`config.mk`:
```
export PLATFORM = sky130hd
export DESIGN_NAME = fetch_unit
export DESIGN_NICKNAME = d
export VERILOG_FILES = /design/src/rtl/fetch_unit.sv
export SDC_FILE = /design/constraint.sdc
export NUM_CORES = 1
export LEC_CHECK = 0
export BUFFER_PORTS_ARGS = -buffer_cell sky130_fd_sc_hd__buf_2
export CORE_UTILIZATION = 45
export CTS_CLUSTER_SIZE = 8
export DETAILED_ROUTE_END_ITERATION = 6
export PLACE_DENSITY = 0.74
export SLEW_MARGIN = 10
export SYNTH_ARGS = -nofsm -noshare
export SYNTH_HDL_FRONTEND = slang
export SYNTH_SLANG_ARGS = --single-unit
```
`constraint.sdc`:
```
create_clock -name Clk -period 6.8 [get_ports Clk]
set_input_delay 1.36 -clock Clk [delete_from_list [all_inputs] [get_ports Clk]]
set_output_delay 1.36 -clock Clk [all_outputs]
set_load 0.1 [all_outputs]
```
`src/rtl/fetch_unit.sv`:
```
// Instruction-fetch front end: drives PC into word-indexed instruction memory,
// queues returned {PC, Instr} pairs and hands them to decode over valid/ready.
module fetch_unit #(
    parameter int          DEPTH      = 2,
    parameter int          ADDR_LIMIT = 32,
    parameter logic [31:0] RESET_PC   = 32'd0
) (
    input  logic        Clk,
    input  logic        Reset,
    output logic [31:0] PC,
    input  logic [31:0] Instr,
    output logic        IfValid,
    output logic [31:0] IfInstr,
    output logic [31:0] IfPC,
    input  logic        IdReady,
    input  logic        Redirect,
    input  logic [31:0] RedirectPC,
    output logic        Done
);
    localparam int            PW    = (DEPTH > 1) ? $clog2(DEPTH) : 1;
    localparam int            CW    = $clog2(DEPTH + 1);
    localparam logic [31:0]   LIMIT = 32'(ADDR_LIMIT);
    localparam logic [CW-1:0] FULL  = CW'(DEPTH);
    localparam logic [PW-1:0] LAST  = PW'(DEPTH - 1);

    logic [31:0]   q_pc    [DEPTH];
    logic [31:0]   q_instr [DEPTH];
    logic [PW-1:0] rd_ptr, wr_ptr;
    logic [CW-1:0] count, count_next;
    logic          pending, push, pop;
    logic [31:0]   pc_next;

    function automatic logic [PW-1:0] ptr_inc(input logic [PW-1:0] p);
        return (p == LAST) ? '0 : p + 1'b1;
    endfunction

    // A redirect discards the word being read this cycle, so it never captures.
    always_comb begin
        push       = pending && !Redirect;
        pop        = IfValid && IdReady;
        count_next = count + CW'(push) - CW'(pop);
        pc_next    = push ? PC + 32'd1 : PC;
    end

    always_ff @(posedge Clk or posedge Reset) begin
        if (Reset) begin
            PC      <= RESET_PC;
            pending <= 1'b0;
            count   <= '0;
            rd_ptr  <= '0;
            wr_ptr  <= '0;
        end else if (Redirect) begin
            PC      <= RedirectPC;
            pending <= (RedirectPC < LIMIT);
            count   <= '0;
            rd_ptr  <= '0;
            wr_ptr  <= '0;
        end else begin
            if (push)
                wr_ptr <= ptr_inc(wr_ptr);
            if (pop)
                rd_ptr <= ptr_inc(rd_ptr);
            count   <= count_next;
            PC      <= pc_next;
            pending <= (count_next < FULL) && (pc_next < LIMIT);
        end
    end

    always_ff @(posedge Clk) begin
        if (push) begin
            q_pc[wr_ptr]    <= PC;
            q_instr[wr_ptr] <= Instr;
        end
    end

    assign IfValid = (count != '0);
    assign IfPC    = IfValid ? q_pc[rd_ptr]    : '0;
    assign IfInstr = IfValid ? q_instr[rd_ptr] : '0;
    assign Done    = (PC >= LIMIT) && !pending && (count == '0);

    overflow_check: assert property (@(posedge Clk) disable iff (Reset)
        !(push && !pop && count == FULL));

endmodule
```
-- Word level (Yosys, flattened, before mapping)
Memory sizes are Yosys's and may differ from the RTL's.
Index checks and enable logic that the tools add are counted.
- $lt $le $gt $ge: 4
- multiplexer cells: 14
- reduce and logical (&&, ||, !) cells: 11
- add/subtract/negate cells: 5
- operator list (operator ; count):
    two-way mux 32 bit ; 4
    < comparator 32 x 6 -> 1 bit, second input constant ; 2
    adder 32 x 1 -> 32 bit, second input constant ; 1
    greater-or-equal comparator 32 x 6 -> 1 bit, second input constant ; 1
    two-way mux 1 bit ; 9
    nonzero test 2 bit ; 3
    logical AND 1 bit ; 5
    adder 1 bit, second input constant ; 2
    adder 2 x 1 -> 2 bit ; 1
    zero test 1 bit ; 2
    zero test 2 bit ; 1
    < comparator 2 bit, second input constant ; 1
    two-way mux 2 bit ; 1
    subtractor 2 x 1 -> 2 bit ; 1
- logic and storage cells: 41
- input bits: 68
- output and inout port bits: 98
- memory bits (writable): 128
- memories: 2
- bits in registers: 37
- memory list (memory ; words ; width ; read ports ; clocked after Yosys merged registers in ; wr ports ; line ; text):
    q_instr ; 2 ; 32 ; 1 ; 0 ; 1 ; 27 ; logic [31:0] q_instr [DEPTH];
    q_pc ; 2 ; 32 ; 1 ; 0 ; 1 ; 26 ; logic [31:0] q_pc [DEPTH];

-- Longest topological paths before layout
- depth after elaboration: 7
- depth in mapped cells: 12
- depth with buffers taken out: 12

-- Worst setup path after synthesis
OpenSTA, ideal clock, no wires.
- path kind: in2reg
- start: input port Redirect
- end: memory q_instr[0][0] (enable)
- stages on the path: 4
- path slack: 1816 ps
- library setup time: 486 ps
- path buffers: 1
- data required time: 6314 ps
- arrival time: 4498 ps
- cell sequence: inv_1 clkbuf_1 nand2_1 nor2_1
- longest elaborated chain between the ends: 4
- RTL lines (element ; line ; text):
    from (decl) ; 16 ; input logic Redirect,
    zero test 1 bit ; 39 ; push = pending && !Redirect;
    logical AND 1 bit ; 39 ;
    two-way mux 1 bit ; 70 ; if (push) begin
    two-way mux 1 bit (not written as such) ; 72 ; q_instr[wr_ptr] <= Instr;
    to (decl) ; 27 ;
No other way between the ends.

-- Worst setup path after layout
- start: register rd_ptr
- end: output port IfPC[29]
- longest elaborated chain between the ends: 2
- RTL lines (element ; line ; text):
    from (decl) ; 28 ; logic [PW-1:0] rd_ptr, wr_ptr;
    from (signal assigned) ; 62 ; rd_ptr <= ptr_inc(rd_ptr);
    memory (2 x 32 bit) ; n/a ;
    two-way mux 32 bit ; 77 ; assign IfPC = IfValid ? q_pc[rd_ptr] : '0;
    to (decl) ; 14 ; output logic [31:0] IfPC,
No other way between the ends.

==> reports/qor.csv <==
stage;metric;value;unit
clock_network;Root Buffer Master;clkbuf_16;
setup_path;slowest stage delay, CP;1.17;ns
clock_network;# hold bufs at CTS;0;
global_routing;GRT overflow;0;
floorplan;full die area;17000;sq um
run_status;status;finished clean;
routing;vias per inst;5.41;
floorplan;Starting Density;46.4;%
yosys;yosys warns;0;
yosys;most area-consuming cells after synthesis;edfxtp_1 (52%), dfrtp_1 (12%), mux2i_1 (9.0%);
routing;wire length per cell;18.3;um
finish;final cell count without fillers;962;
placement;Placed Cells;930;
setup_path;CP required;5.44;ns
yosys;average size of a mapped cell;12.9;sq um
yosys;Post-synth EDFFs;128;
yosys;Synth area leader;edfxtp_1;
finish;layout cell share with drive strength beyond 1;29.0;%
setup_path;Worst setup EP type;output pin;
sta;Setup Total Neg Slack;0;ns
clock_network;CTS tree;built;
routing;# DRC;0;
yosys;Net Count, Synth;648;
floorplan;area of the core;16000;sq um
floorplan;Top Ports;166;
routing;final WL;17.6;mm
sta;Final setup violation count;0;
global_routing;first-pass GRT wire length;26.8;mm
routing;vias;5209;
clock_network;Clk Latency, worst-skew pair;0.42;ns
global_routing;vias in the first global route;5173;
clock_network;Max Buffers Root-to-Sink;2;
run;maxcap violations;0;
yosys;mapped cell area;7420;sq um
sta;worst slew pin tran;1.16;ns
power;VDD IR max;0.181;mV
setup_path;Worst Path Buf+Inv;1;
setup_path;worst-path fanout max;65;
setup_path;critical path's slowest cell;dfrtp_4;
floorplan;DIE WIDTH;130;um
finish;area occupied by multi-input gates;2490;sq um
worst_hold_path;min-delay worst type;register to register;
yosys;Netlist cell types;51;
sta;final hold slack;0.635;ns
global_routing;initial antenna violation count;0;
yosys;Post-Syn Instances;576;
power;PD cells;262;nW/um^2
placement;Post-DP HPWL;12.0;mm
clock_network;H-tree depth;4;
yosys;Primary FF master, synth;edfxtp_1;
placement;Final Wtd Congestion;0.861;
finish;P&R area growth vs syn;21.5;%
yosys;post-synthesis sequential area ratio;64.3;%
setup_path;delay-heaviest family, CP;flip-flops;
sta;final hold viol count;0;
routing;Routed Antenna Nets;0;
yosys;Post-synth top cells;edfxtp_1 (128), nor2_1 (80), mux2i_1 (67), nand2_1 (45), dfrtp_1 (37);
yosys;most frequent cell after synthesis;edfxtp_1;
clock_network;CTS Buf Count;17;
yosys;Post-synth ARST share;22.4;%
clock_network;CTS Sinks;165;
sta;Max Clock Freq;0.259;GHz
sta;fin crit share;56.7;%
finish;ANT cells;0;
clock_network;# Post-CTS Setup Buffers;0;
floorplan;Placement Rows;46;
global_routing;Total Routing Usage GR;21.3;%
sta;unrepaired setup endpoints after global routing;no;
setup_path;worst-path cell chain;mux2i_1 > nor2_1 > buf_2;
yosys;synthesized flop and latch total;165;
global_routing;largest net degree at the start of global routing;66;
finish;Storage cell area;4770;sq um
placement;I/O Buffers;165;
finish;number of fill cells in the layout;1396;
finish;NumNets Final;805;
sta;Max Slew Vio Count;0;
clock_network;post-CTS resize count;0;
setup_path;critical path arrival;2.50;ns
sta;Setup Skew;0.00609;ns
sta;Worst slew margin;22.8;%
clock_network;clk slew on worst S/H paths;0.06;ns
power;Leak;3.38;nW
routing;drt pass-1 iters;5;
floorplan;Die H;130;um
yosys;Yosys top cell area share;51.8;%
routing;starting DRC count in detailed routing;366;
setup_path;CP Class;register to output pin;
sta;Final Critical Period;3.86;ns
setup_path;Setup crit start kind;register;
## cells in the final DEF (no fill, tap or decap), types with 3 or more instances in the layout
cell type,netlist,final
nand2_1,45,45
o21ai_0,28,28
bufinv_16,0,3
nor2_1,80,78
or3_1,3,3
ha_1,4,4
nand3_1,12,12
dfrtp_1,37,36
xor2_1,18,18
clkinvlp_4,0,5
clkbuf_1,21,4
mux2i_1,67,67
nand4_1,12,12
edfxtp_1,128,128
nor4_1,14,14
xnor2_1,17,17
nand2b_1,3,3
buf_2,4,165
a31oi_1,4,4
mux2_2,4,4
and4_1,3,3
buf_4,0,4
nor3_1,12,12
and2_1,7,7
inv_1,8,8
and3_1,5,4
clkbuf_16,0,17
## final cells by class
type                    count  share of cell area (%)
well taps                 216                    3.00
flip-flops and latches    165                    52.9
clock inverters            11                    1.68
inverters                   8                   0.333
clock buffers              21                    4.88
multi-input cells         372                    27.7
repair buffers            169                    9.49
## per-stage QoR
stage | utilization [%] | setup WS [ns] | instance area, sq um | power (mW)
6_report | 56.3 | 2.94 | 9020 | 2.37
3_5_place_dp | 52.7 | 2.67 | 8420 | 1.43
3_3_place_gp | 52.7 | 2.77 | 8420 | 1.42
4_1_cts | 56.3 | 2.91 | 9020 | 2.38
5_1_grt | 56.3 | 2.80 | 9020 | 2.43
2_1_floorplan | - | 1.82 | 7420 | 1.35
## per-layer routing
metal  vias to the layer above  global-route usage [%]  wire length, um
met4                         0                    8.79              394
met3                        30                    5.25             1280
li1                       2429                       -                -
met2                       207                    34.6             8130
met1                      2543                    27.4             7790
met5                         -                       0                0
## worst paths after layout
path	to	slack, ns	cells after the start	from
worst max-delay path	IfPC[29]	2.94	3	rd_ptr
worst min-delay path	q_pc[0][31]	0.64	0	PC[31]
worst max register to register	pending	3.65	13	count[1]
worst min register to register	q_pc[0][31]	0.64	0	PC[31]
max in group asynchronous	rd_ptr	5.33	3	Reset
min in group asynchronous	PC[28]	1.08	3	Reset
## state kept, by name, indices dropped and copies added, names as in the netlist
name,cells
PC,32
pending,1
q_pc,64
count,2
rd_ptr,1
q_instr,64
wr_ptr,1
## power breakdown
group	leakage [nW]	internal (mW)	switching (mW)	total, mW
clock network	0.270	0.579	0.379	0.958
registers	1.61	1.11	0.0547	1.16
logic	1.50	0.0547	0.189	0.244
## cells by family after synthesis
| family | Yosys count | synth area share, % |
|---|---|---|
| DFF | 165 | 64.3 |
| buffers and inverters | 39 | 2.34 |
| and+or+nand+nor | 216 | 15.1 |
| xor gates and xnor gates | 35 | 4.13 |
| AOI/OAI and AO/OA | 46 | 3.78 |
| muxes | 71 | 9.65 |
| adders and majority gates | 4 | 0.675 |
(Power assumes the default switching activity.)
